<file path="config.mk">
export PLATFORM = sky130hd
export DESIGN_NAME = hash_probe_table
export DESIGN_NICKNAME = d
export VERILOG_FILES = /design/src/rtl/hash_probe_table.sv
export SDC_FILE = /design/constraint.sdc
export NUM_CORES = 1
export LEC_CHECK = 0
export BUFFER_PORTS_ARGS = -buffer_cell sky130_fd_sc_hd__buf_2
export CAP_MARGIN = 20
export CORE_ASPECT_RATIO = 0.75
export CORE_UTILIZATION = 24
export CTS_CLUSTER_DIAMETER = 80
export CTS_CLUSTER_SIZE = 25
export DETAILED_ROUTE_END_ITERATION = 8
export MAX_ROUTING_LAYER = met4
export PLACE_DENSITY = 0.35
export SYNTH_ARGS = -nofsm -noshare
export SYNTH_HDL_FRONTEND = slang
export SYNTH_SLANG_ARGS = --single-unit
export TNS_END_PERCENT = 1
</file>
<file path="constraint.sdc">
create_clock -name clk -period 9.26 [get_ports clk]
set_clock_uncertainty 0.1 [all_clocks]
set_input_delay 1.852 -clock clk [delete_from_list [all_inputs] [get_ports clk]]
set_output_delay 1.852 -clock clk [all_outputs]
set_load 0.01 [all_outputs]
</file>
<file path="src/rtl/hash_probe_table.sv">
// Hashed key/value table with linear probing, one slot examined per clock.
// Optional lookup hit/miss counters are enabled by defining HASH_PROBE_STATS_EN.
module hash_probe_table #(
  parameter int INDEX_BITS = 2,
  parameter int DATA_W     = 32
) (
  input  logic                  clk,
  input  logic                  rst_n,
  input  logic                  flush,
  input  logic                  req_valid,
  output logic                  req_ready,
  input  logic                  req_op,
  input  logic [31:0]           req_key,
  input  logic [DATA_W-1:0]     req_data,
  output logic                  rsp_valid,
  input  logic                  rsp_ready,
  output logic                  rsp_hit,
  output logic                  rsp_full,
  output logic [DATA_W-1:0]     rsp_data,
  output logic [INDEX_BITS:0]   rsp_probes
`ifdef HASH_PROBE_STATS_EN
  ,
  output logic [15:0]           stat_hits,
  output logic [15:0]           stat_misses
`endif
);

  localparam int DEPTH  = 1 << INDEX_BITS;
  localparam int NCHUNK = (16 + INDEX_BITS - 1) / INDEX_BITS;
  localparam int PADW   = NCHUNK * INDEX_BITS;

  localparam logic [1:0] S_IDLE  = 2'd0;
  localparam logic [1:0] S_PROBE = 2'd1;
  localparam logic [1:0] S_RESP  = 2'd2;

  // Fold the 16-bit key fold into INDEX_BITS-wide chunks, zero-padded on top.
  function automatic logic [INDEX_BITS-1:0] f_hash(input logic [31:0] key);
    logic [PADW-1:0]       fp;
    logic [INDEX_BITS-1:0] h;
    fp = PADW'(key[31:16] ^ key[15:0]);
    h  = '0;
    for (int c = 0; c < NCHUNK; c++) h ^= fp[c*INDEX_BITS +: INDEX_BITS];
    return h;
  endfunction

  logic [1:0]             r_state;
  logic [DEPTH-1:0]       r_vld;
  logic [31:0]            r_mkey  [DEPTH];
  logic [DATA_W-1:0]      r_mdata [DEPTH];
  logic                   r_op;
  logic [31:0]            r_key;
  logic [DATA_W-1:0]      r_wdata;
  logic [INDEX_BITS-1:0]  r_ptr;
  logic [INDEX_BITS:0]    r_cnt;
  logic                   r_rsp_valid;
  logic                   r_rsp_hit;
  logic                   r_rsp_full;
  logic [DATA_W-1:0]      r_rsp_data;
  logic [INDEX_BITS:0]    r_rsp_probes;
  logic [15:0]            r_hits;
  logic [15:0]            r_misses;

  logic w_match, w_empty, w_last, w_rsp_take;

  assign w_match    = r_vld[r_ptr] && (r_mkey[r_ptr] == r_key);
  assign w_empty    = !r_vld[r_ptr];
  assign w_last     = (r_cnt == (INDEX_BITS+1)'(DEPTH));
  assign w_rsp_take = (r_state == S_RESP) && r_rsp_valid && rsp_ready;

  always_ff @(posedge clk or negedge rst_n) begin
    if (!rst_n) begin
      r_state      <= S_IDLE;
      r_vld        <= '0;
      for (int i = 0; i < DEPTH; i++) begin
        r_mkey[i]  <= '0;
        r_mdata[i] <= '0;
      end
      r_op         <= 1'b0;
      r_key        <= '0;
      r_wdata      <= '0;
      r_ptr        <= '0;
      r_cnt        <= '0;
      r_rsp_valid  <= 1'b0;
      r_rsp_hit    <= 1'b0;
      r_rsp_full   <= 1'b0;
      r_rsp_data   <= '0;
      r_rsp_probes <= '0;
      r_hits       <= '0;
      r_misses     <= '0;
    end else if (flush) begin
      r_state      <= S_IDLE;
      r_vld        <= '0;
      r_rsp_valid  <= 1'b0;
      r_hits       <= '0;
      r_misses     <= '0;
    end else begin
      case (r_state)
        S_IDLE: begin
          if (req_valid) begin
            r_op    <= req_op;
            r_key   <= req_key;
            r_wdata <= req_data;
            r_ptr   <= f_hash(req_key);
            r_cnt   <= (INDEX_BITS+1)'(1);
            r_state <= S_PROBE;
          end
        end
        S_PROBE: begin
          if (w_match || w_empty || w_last) begin
            r_rsp_hit    <= w_match;
            r_rsp_full   <= r_op && !w_match && !w_empty;
            r_rsp_data   <= (!r_op && w_match) ? r_mdata[r_ptr] : '0;
            r_rsp_probes <= r_cnt;
            r_state      <= S_RESP;
            if (r_op && (w_match || w_empty)) begin
              r_vld[r_ptr]   <= 1'b1;
              r_mkey[r_ptr]  <= r_key;
              r_mdata[r_ptr] <= r_wdata;
            end
          end else begin
            r_ptr <= r_ptr + 1'b1;
            r_cnt <= r_cnt + 1'b1;
          end
        end
        S_RESP: begin
          // rsp_valid rises one edge after the slot decision, then holds until taken.
          if (!r_rsp_valid) begin
            r_rsp_valid <= 1'b1;
          end else if (rsp_ready) begin
            r_rsp_valid <= 1'b0;
            r_state     <= S_IDLE;
          end
          if (w_rsp_take && !r_op) begin
            if (r_rsp_hit && r_hits != 16'hFFFF)    r_hits   <= r_hits + 16'd1;
            if (!r_rsp_hit && r_misses != 16'hFFFF) r_misses <= r_misses + 16'd1;
          end
        end
        default: r_state <= S_IDLE;
      endcase
    end
  end

  assign req_ready  = (r_state == S_IDLE);
  assign rsp_valid  = r_rsp_valid;
  assign rsp_hit    = r_rsp_hit;
  assign rsp_full   = r_rsp_full;
  assign rsp_data   = r_rsp_data;
  assign rsp_probes = r_rsp_probes;

`ifdef HASH_PROBE_STATS_EN
  assign stat_hits   = r_hits;
  assign stat_misses = r_misses;
`endif

endmodule

</file>
==> impl_metrics.ini, run 1 <==
[outcome]
status = finished, final reports clean

[power]
intPower_mw = 3.65
p_sw_mw = 1.59
finalPower_mw = 5.24
power_frac_comb = 0.252
switching_share = 0.303
power.density_nw_per_um2 = 278
peakVddDrop_v = 0.000134
power_leakage_nw = 8.53
power_frac_clock = 0.262
pwr-share-seq = 0.486

[detailed_routing]
ant_nets = 0
first_pass_iters = 4
vias = 8630
drt_wl_total_mm = 40.3
remaining_drc_errors = 0
avgRoutedWirePerCell_um = 20.0
vias_per_cell = 4.29
drt_iter0_markers = 325

[synthesis]
syn_nets = 1091
synth_area_um2 = 16300
syn_avg_cell_area_um2 = 16.1
ys_ff_latch = 370
synth_cells = 1015
seq_area_frac_synth = 0.567
synth_ff_type = dfrtp_1
ys_types = 36
synth_edf_count = 0
synthArstFlopShare = 1.00
yosysWarnings = 0

[die]
die_h_um = 228
die_area_um2 = 69100
core_area_um2 = 67100
num_rows = 82
ios = 109
die_x_um = 303
initial_core_util = 0.243

[setup_path]
crit_end = rsp_data[29]
reg2regPathDepth = 9
cpMaxStageDelayCell = dfrtp_4
endpoint_kind = flop
crit_top_cell = buf_4
worstSetupPathType = flop to flop
critPathMaxFanout = 41
regToRegSetupSlack_ns = 4.03
cp_slowest_stage_delay_ns = 0.90
crit_path_cell_trace = buf_4 -> mux4_2 -> xnor2_1 -> nand4_1 -> nor4_2 -> a21boi_2 -> a21boi_4 -> buf_4 -> mux2_2
start_kind = flop
required_ns = 9.62
r2r-start = r_ptr[0]
cp.arrival_ns = 5.59
rr_endpoint = rsp_data[29]
startpoint = r_ptr[0]

[sta]
tightest_slew_ns = 0.948
hold_slack_ns = 0.384
fin_crit_ns = 5.23
finalMaxSlewViolations = 0
rsz0062_at_grt = false
period_share = 0.565
max_slew_margin = 0.368
setup_viol = 0
fin_tns_setup_ns = 0
max_freq_mhz = 191
timing_hold_violations_final = 0

[final_layout]
drive_above_1_share = 0.363
syn_to_final_growth_pct = 15.2
diodes = 0
nNetsFinal = 1186
nFillCells = 6849
final_util = 0.281

[global_route]
grt_start_max_net_pins = 149
grt_pass1_wl_mm = 64.2
grt-ovfl-total = 0
grt_pass1_vias = 9661
antenna_found_initial = 0
grt_usage = 0.125

[clocking]
post_cts_buffers = 0
clk_path_buf_depth = 3
clk_latency_ns = 0.60
post_cts_resized = 0
clkSinkCount = 370
clk_pin_slew_ns = 0.10
cts_hold_buf = 0
htreeDepth = 1
cts_buffers = 26
cts-root-buf = clkbuf_16
cts_tree = built

[placed_design]
dp_hpwl_mm = 23.8
port_buffers = 108
place_congestion = 0.695

[min_path]
hold_class = flop to flop

[flow_run]
maxCapViolCount = 0
## worst min path at each step
stage          slack [ns]         from  cells after the start     endpoint
6_report             0.38   r_mkey[61]                      1   r_mkey[61]
5_1_grt              0.40  r_mkey[122]                      1  r_mkey[122]
4_1_cts              0.39     r_vld[1]                      1     r_vld[1]
3_5_place_dp         0.37     r_vld[1]                      1     r_vld[1]
3_3_place_gp         0.36     r_vld[1]                      1     r_vld[1]
2_1_floorplan        0.34     r_vld[2]                      1     r_vld[2]
## final cells by class
type                            instances  area [µm²]  area share
Inverter                                7        26.3     0.00140
Timing Repair Buffer                  124         683      0.0363
Multi-Input combinational cell        581        6750       0.358
Sequential cell                       370        9270       0.492
Clock buffer                           28         679      0.0361
Clock inverter                         20         320      0.0170
Tap cell                              882        1100      0.0586
## power groups by stage
stage / Sequential (mW) / Combinational [mW] / Clock [mW]
5_1_grt: 2.64 / 1.46 / 1.49
4_1_cts: 2.56 / 1.36 / 1.44
2_1_floorplan: 2.39 / 1.13 / 0
6_report: 2.55 / 1.32 / 1.37
3_3_place_gp: 2.60 / 1.33 / 0
3_5_place_dp: 2.59 / 1.36 / 0
## layer usage
metal | track usage | up-vias | share of wire
met3 | 0.0187 | 38 | 0.027
met4 | 0.0201 | 0 | 0.015
met5 | - | - | 0
met1 | 0.174 | 4646 | 0.49
met2 | 0.194 | 70 | 0.47
li1 | - | 3876 | -
## stage by stage
stage / instance area, µm² / instances / worst slack, ns
3_3_place_gp: 17800 / 1964 / 3.94
6_report: 18800 / 2012 / 4.03
2_1_floorplan: 16300 / 1015 / 5.82
3_5_place_dp: 17800 / 1964 / 3.84
5_1_grt: 18800 / 2012 / 3.56
4_1_cts: 18800 / 2012 / 3.81
## cell usage after synthesis (7+ instances only)
library cell  number  area [µm²]
dfrtp_1          370        9260
mux2_1           196        2210
mux2_2           162        1820
mux4_2            65        1460
xnor2_1           59         517
nor2b_1           35         219
buf_4             28         210
clkbuf_1          14        52.6
nand2_1            8        30.0
nand4_1            8        50.1
buf_2              7        35.0
inv_1              7        26.3
## sequential cells by signal, summed over array words and instances (netlist names)
register	cells
r_mdata	128
r_op	1
r_mkey	128
rsp_full	1
rsp_data	32
r_cnt	3
r_state	2
r_key	32
r_ptr	2
r_wdata	32
rsp_valid	1
rsp_probes	3
r_vld	4
rsp_hit	1
## cell usage in the layout, fill, tap and decap left out, types with 2 or more instances in the layout
cell	count
bufinv_16	3
xnor2_1	59
o21ai_0	3
inv_1	7
inv_6	3
inv_8	2
a21o_1	5
xor2_1	3
nor4_2	2
buf_2	107
mux2_1	196
ha_1	6
dfrtp_4	2
mux2_2	162
nor3b_4	4
a21oi_1	3
clkinvlp_4	2
mux4_2	65
mux2i_1	3
nand4_1	8
nor2_1	5
nor2b_1	35
inv_12	5
dfrtp_1	368
nand2_1	8
clkinv_8	4
clkbuf_16	27
buf_4	15
nand3_1	2
## cells by family (layout without fill, tap and decap cells)
family / Yosys count / after routing / synth area share
multiplexers: 426 / 426 / 0.338
flip-flops: 370 / 370 / 0.567
AND/OR/NAND/NOR: 69 / 69 / 0.0269
buffers and inverters: 64 / 179 / 0.0226
XOR/XNOR: 62 / 62 / 0.0332
AO/OA/AOI/OAI: 18 / 18 / 0.00781
adder cells (fa/ha/maj): 6 / 6 / 0.00459
## critical path, delay by kind of cell, from the launching register on
family | cells | cell delay (ns)
xor+xnor | 1 | 0.18
simple gates | 2 | 0.82
flops | 1 | 0.90
mux | 2 | 1.00
buf+inv | 2 | 1.36
compound gates | 2 | 0.65
No activity file was read; power rests on OpenSTA's default activity.
==> run 2: changes to the inputs <==
Settings changed: ABC_AREA from default to 1, PLACE_DENSITY 0.35 to 0.36.
Clock period 9.26 ns to 4.3 ns, I/O delays scaled along.
==> impl_metrics.ini, run 2 <==
[clocking]
clk_path_buf_depth = 3
post_cts_buffers = 0
clkSinkCount = 370
cts_buffers = 24
cts_hold_buf = 0
cts_tree = built
post_cts_resized = 0
htreeDepth = 1
clk_pin_slew_ns = 0.10
clk_latency_ns = 0.58
cts-root-buf = clkbuf_16

[die]
core_area_um2 = 67500
die_area_um2 = 70000
die_x_um = 305
ios = 109
initial_core_util = 0.245
num_rows = 82
die_h_um = 229

[synthesis]
synth_ff_type = dfrtp_1
yosys.area.top_type = dfrtp_1
ys_types = 25
ys_top_cells_by_count = 723 x nand2_1, 370 x dfrtp_1, 224 x o21ai_1
synth_area_leaders = dfrtp_1 56%, nand2_1 16%, o21ai_1 6.8%
synthArstFlopShare = 1.00
yosysWarnings = 0
synth_area_um2 = 16600
yosysMostFrequentCell = nand2_1
syn_nets = 2059
ys_ff_latch = 370
synth_cells = 1983
seq_area_frac_synth = 0.559
synth_edf_count = 0
syn_avg_cell_area_um2 = 8.35
synth_top_area_frac = 0.559

[final_layout]
layout_common_cells = 722 x nand2_1, 369 x dfrtp_1, 224 x o21ai_1
syn_to_final_growth_pct = 13.5
diodes = 0
top_regs = r_mdata: 128 flops, r_mkey: 128 flops
drive_above_1_share = 0.0951
nNetsFinal = 2098
nFillCells = 7270
final_util = 0.278
final_common_cell = nand2_1

[setup_path]
crit_path_cell_trace = buf_12 -> nand2_1 -> nand3_1 -> nand3_1 -> nand2_1 -> nand2_1 -> nor2_1 -> nand2_1 -> nor2_2 -> nand2_2 -> nand2_2 -> nand3_4 -> buf_4 -> nand2_1 -> o21ai_0
rr_endpoint = r_mkey[29]
crit_top_cell = nand2_1
reg2regPathDepth = 15
cp.arrival_ns = 3.76
cpMaxStageDelayCell = buf_12
path_buf_inv = 2
cp_slowest_stage_delay_ns = 0.55
path_depth = 15
regToRegSetupSlack_ns = 0.87
required_ns = 4.63
path_delay_family = simple AND/OR/NAND/NOR gates
start_kind = flop
critPathMaxFanout = 133
worstSetupPathType = flop to flop
endpoint_kind = flop
r2r-start = r_ptr[0]

[global_route]
grt_start_max_net_pins = 134
grt_usage = 0.145
grt-ovfl-total = 0
grt_pass1_vias = 13016
antenna_found_initial = 0
grt_pass1_wl_mm = 78.3

[detailed_routing]
vias = 13007
remaining_drc_errors = 0
avgRoutedWirePerCell_um = 16.8
drt_iter0_markers = 884
first_pass_iters = 5
drt_wl_total_mm = 49.0
vias_per_cell = 4.45
ant_nets = 0

[sta]
setup_viol = 0
fin_crit_ns = 3.43
max_freq_mhz = 291
rsz0062_at_grt = false
hold_slack_ns = 0.140
period_share = 0.799
timing_hold_violations_final = 0
fin_tns_setup_ns = 0
tightest_slew_ns = 0.885
max_slew_margin = 0.410
finalMaxSlewViolations = 0

[power]
pwr-share-seq = 0.436
peakVddDrop_v = 0.000487
intPower_mw = 7.52
p_sw_mw = 4.86
power_frac_comb = 0.348
switching_share = 0.392
power_frac_clock = 0.216
power_leakage_nw = 9.07
power.density_nw_per_um2 = 658

[placed_design]
dp_hpwl_mm = 28.8
port_buffers = 108
place_congestion = 0.736

[outcome]
status = finished, final reports clean

[min_path]
hold_class = primary input to async pin

[flow_run]
maxCapViolCount = 0
[run 2: cell count changes after synthesis, sizes merged, moves of 82 or more]
cell	delta
nor2	+114
nand3	+120
inv	+82
a21oi	+97
o21ai	+261
nand2	+717
mux2	-358
[run 2: metrics by stage]
step                area (µm²)  total power, mW  worst slack, ns  std cells
global route             18800             13.5            0.506       2921
detailed placement       17900             9.83            0.830       2878
CTS                      18800             12.6            0.817       2921
floorplan                16600             8.53             1.84       1983
finish                   18800             12.4            0.866       2921
global placement         17900             9.79            0.860       2878
[run 2: power groups by stage]
| stage | combinational, mW | sequential, mW | clock [mW] |
|---|---|---|---|
| 2_1_floorplan | 3.23 | 5.30 | 0 |
| 3_3_place_gp | 4.34 | 5.45 | 0 |
| 3_5_place_dp | 4.38 | 5.45 | 0 |
| 4_1_cts | 4.38 | 5.39 | 2.80 |
| 5_1_grt | 4.99 | 5.57 | 2.91 |
| 6_report | 4.30 | 5.40 | 2.67 |
[run 2: worst reg2reg max path, delay by kind of cell, from the launching register on]
family | cells | cell delay (ns)
flip-flops | 1 | 0.45
AO/OA/AOI/OAI | 1 | 0.08
AND/OR/NAND/NOR | 12 | 1.71
buffers and inverters | 2 | 0.96
[run 2: worst max-delay path by stage]
stage	slack (ns)	to	from
after global routing	0.51	r_mkey[27]	r_ptr[0]
after CTS	0.82	r_mkey[30]	r_ptr[0]
after detailed placement	0.83	r_mkey[0]	r_ptr[0]
after global placement	0.86	r_mkey[28]	r_ptr[0]
final	0.87	r_mkey[29]	r_ptr[0]
after floorplan	1.84	r_mkey[77]	r_ptr[1]
[run 2: final cells by class]
type | instances | area [µm²] | share of cell area
Clock buffer | 26 | 639 | 0.0340
Clock inverter | 17 | 221 | 0.0118
Inverter | 89 | 338 | 0.0180
Multi-Input combinational cell | 1400 | 6340 | 0.337
Sequential cell | 370 | 9260 | 0.493
Tap cell | 882 | 1100 | 0.0587
Timing Repair Buffer | 137 | 893 | 0.0475
[run 2: cells by family after synthesis]
logic type | synth area share
flops | 0.559
xor+xnor | 0.0138
buf+inv | 0.0607
fa+ha+maj | 0.00453
simple gates | 0.232
compound gates | 0.130
[run 2: layer usage]
metal  vias up  track usage  share of wire  wire length (µm)
met1      6319        0.205           0.52             25400
met2       147        0.224           0.44             21600
met4         0       0.0280          0.019               952
met3        43       0.0149          0.021              1040
li1       6498            -              -                 -
met5         -            -              0                 0
==> run 3: changes to the inputs <==
Settings changed: PLACE_DENSITY 0.36 to 0.35.
Clock period 4.3 ns to 3.4 ns, I/O delays scaled along.
==> impl_metrics.ini, run 3 (synthesis results as in run 2) <==
[setup_path]
cp.arrival_ns = 3.38
reg2regPathDepth = 17
required_ns = 3.72
rr_endpoint = r_mkey[10]
start_kind = flop
critPathMaxFanout = 74
regToRegSetupSlack_ns = 0.34
startpoint = r_ptr[0]
endpoint_kind = flop
worstSetupPathType = flop to flop
r2r-start = r_ptr[0]

[power]
pwr-share-seq = 0.440
switching_share = 0.388
finalPower_mw = 15.6
power_frac_comb = 0.354
p_sw_mw = 6.04
power.density_nw_per_um2 = 818
peakVddDrop_v = 0.000372
power_leakage_nw = 9.20
intPower_mw = 9.52
power_frac_clock = 0.206

[clocking]
clk_pin_slew_ns = 0.09
clkSinkCount = 370
cts_tree = built
post_cts_buffers = 0
cts_buffers = 23
htreeDepth = 1
clk_latency_ns = 0.56
clk_path_buf_depth = 3
cts-root-buf = clkbuf_16

[die]
die_h_um = 229
num_rows = 82
core_area_um2 = 67500
die_area_um2 = 70000
ios = 109
initial_core_util = 0.245
die_x_um = 305

[detailed_routing]
vias = 13078
vias_per_cell = 4.46
drt_iter0_markers = 895
avgRoutedWirePerCell_um = 16.9
ant_nets = 0
drt_wl_total_mm = 49.7
remaining_drc_errors = 0
first_pass_iters = 5

[final_layout]
drive_above_1_share = 0.100
nFillCells = 7347
final_common_cell = nand2_1
seqCellArea_um2 = 9260
nNetsFinal = 2112
stdcell_count = 2934
syn_to_final_growth_pct = 15.0
fin_area_um2 = 19000
diodes = 0
layout_common_cells = 722 x nand2_1, 369 x dfrtp_1, 224 x o21ai_1
top_regs = r_mdata: 128 flops, r_mkey: 128 flops
multi_input_area_um2 = 6340

[global_route]
grt_pass1_vias = 13191
grt_usage = 0.148
grt-ovfl-total = 0
antenna_found_initial = 0
grt_start_max_net_pins = 75
grt_pass1_wl_mm = 79.8

[sta]
fin_tns_setup_ns = 0
hold_slack_ns = 0.260
max_freq_mhz = 326
timing_hold_violations_final = 0
setup_viol = 0
finalMaxSlewViolations = 0
fin_crit_ns = 3.06
max_slew_margin = 0.524
period_share = 0.901
rsz0062_at_grt = false
tightest_slew_ns = 0.711

[placed_design]
post-place-cells = 2892
place_area_um2 = 18200
port_buffers = 108
dp_hpwl_mm = 31.3
place_congestion = 0.735

[flow_run]
maxCapViolCount = 0

[min_path]
hold_start = req_data[6]
hold_depth = 3
whs_endpoint = r_wdata[6]
hold_class = primary input to flop

[outcome]
status = finished, final reports clean
[run 3: final cells by class]
type / instances / share of cell area
tap: 882 / 0.0580
sequential: 370 / 0.487
inverter: 89 / 0.0177
clock inverter: 17 / 0.0112
multi-input combinational: 1400 / 0.333
clock buffer: 24 / 0.0304
timing repair buffer: 152 / 0.0630
[run 3: metrics by stage]
step,util,setup slack (ns)
after floorplan,-,0.939
after global placement,0.270,0.297
after detailed placement,0.270,0.238
after CTS,0.282,0.223
after global routing,0.282,0.0254
final,0.282,0.336
[run 3: power groups by stage]
stage / logic (mW) / clock network [mW] / registers [mW]
floorplan: 4.08 / 0 / 6.70
global placement: 5.56 / 0 / 6.93
detailed placement: 5.62 / 0 / 6.92
CTS: 5.64 / 3.40 / 6.85
global route: 6.40 / 3.52 / 7.06
finish: 5.52 / 3.20 / 6.85
[run 3: worst max-delay path by stage]
stage	depth (start not counted)	slack (ns)	to
6_report	17	0.34	r_mkey[10]
5_1_grt	15	0.03	r_mkey[62]
4_1_cts	17	0.22	r_mdata[45]
3_5_place_dp	17	0.24	r_mdata[63]
3_3_place_gp	17	0.30	r_mdata[52]
2_1_floorplan	13	0.94	r_mkey[77]
[run 3: routing by layer]
metal | part of all wire | track usage
met5 | 0 | -
met4 | 0.016 | 0.0258
met3 | 0.028 | 0.0170
met2 | 0.45 | 0.228
met1 | 0.51 | 0.211
[run 3: critical path, cell delays in order, from the launching register on]
cell     delay, ns
dfrtp_4       0.53
inv_4         0.10
buf_12        0.21
buf_4         0.19
nand2_1       0.06
nand3_1       0.08
nand3_1       0.08
nand2_1       0.07
nand2_1       0.07
nor2_2        0.20
nand2_1       0.10
nor2_2        0.20
nand2_2       0.13
nand2_2       0.20
nand3_4       0.13
buf_12        0.27
nand2_1       0.09
o21ai_1       0.07
[run 3: timing repair]
item	CTS	global route
hold buffers	1	0
endpoints found under the setup margin	0	19
gates resized for setup	0	2
hold endpoints to repair	7	0
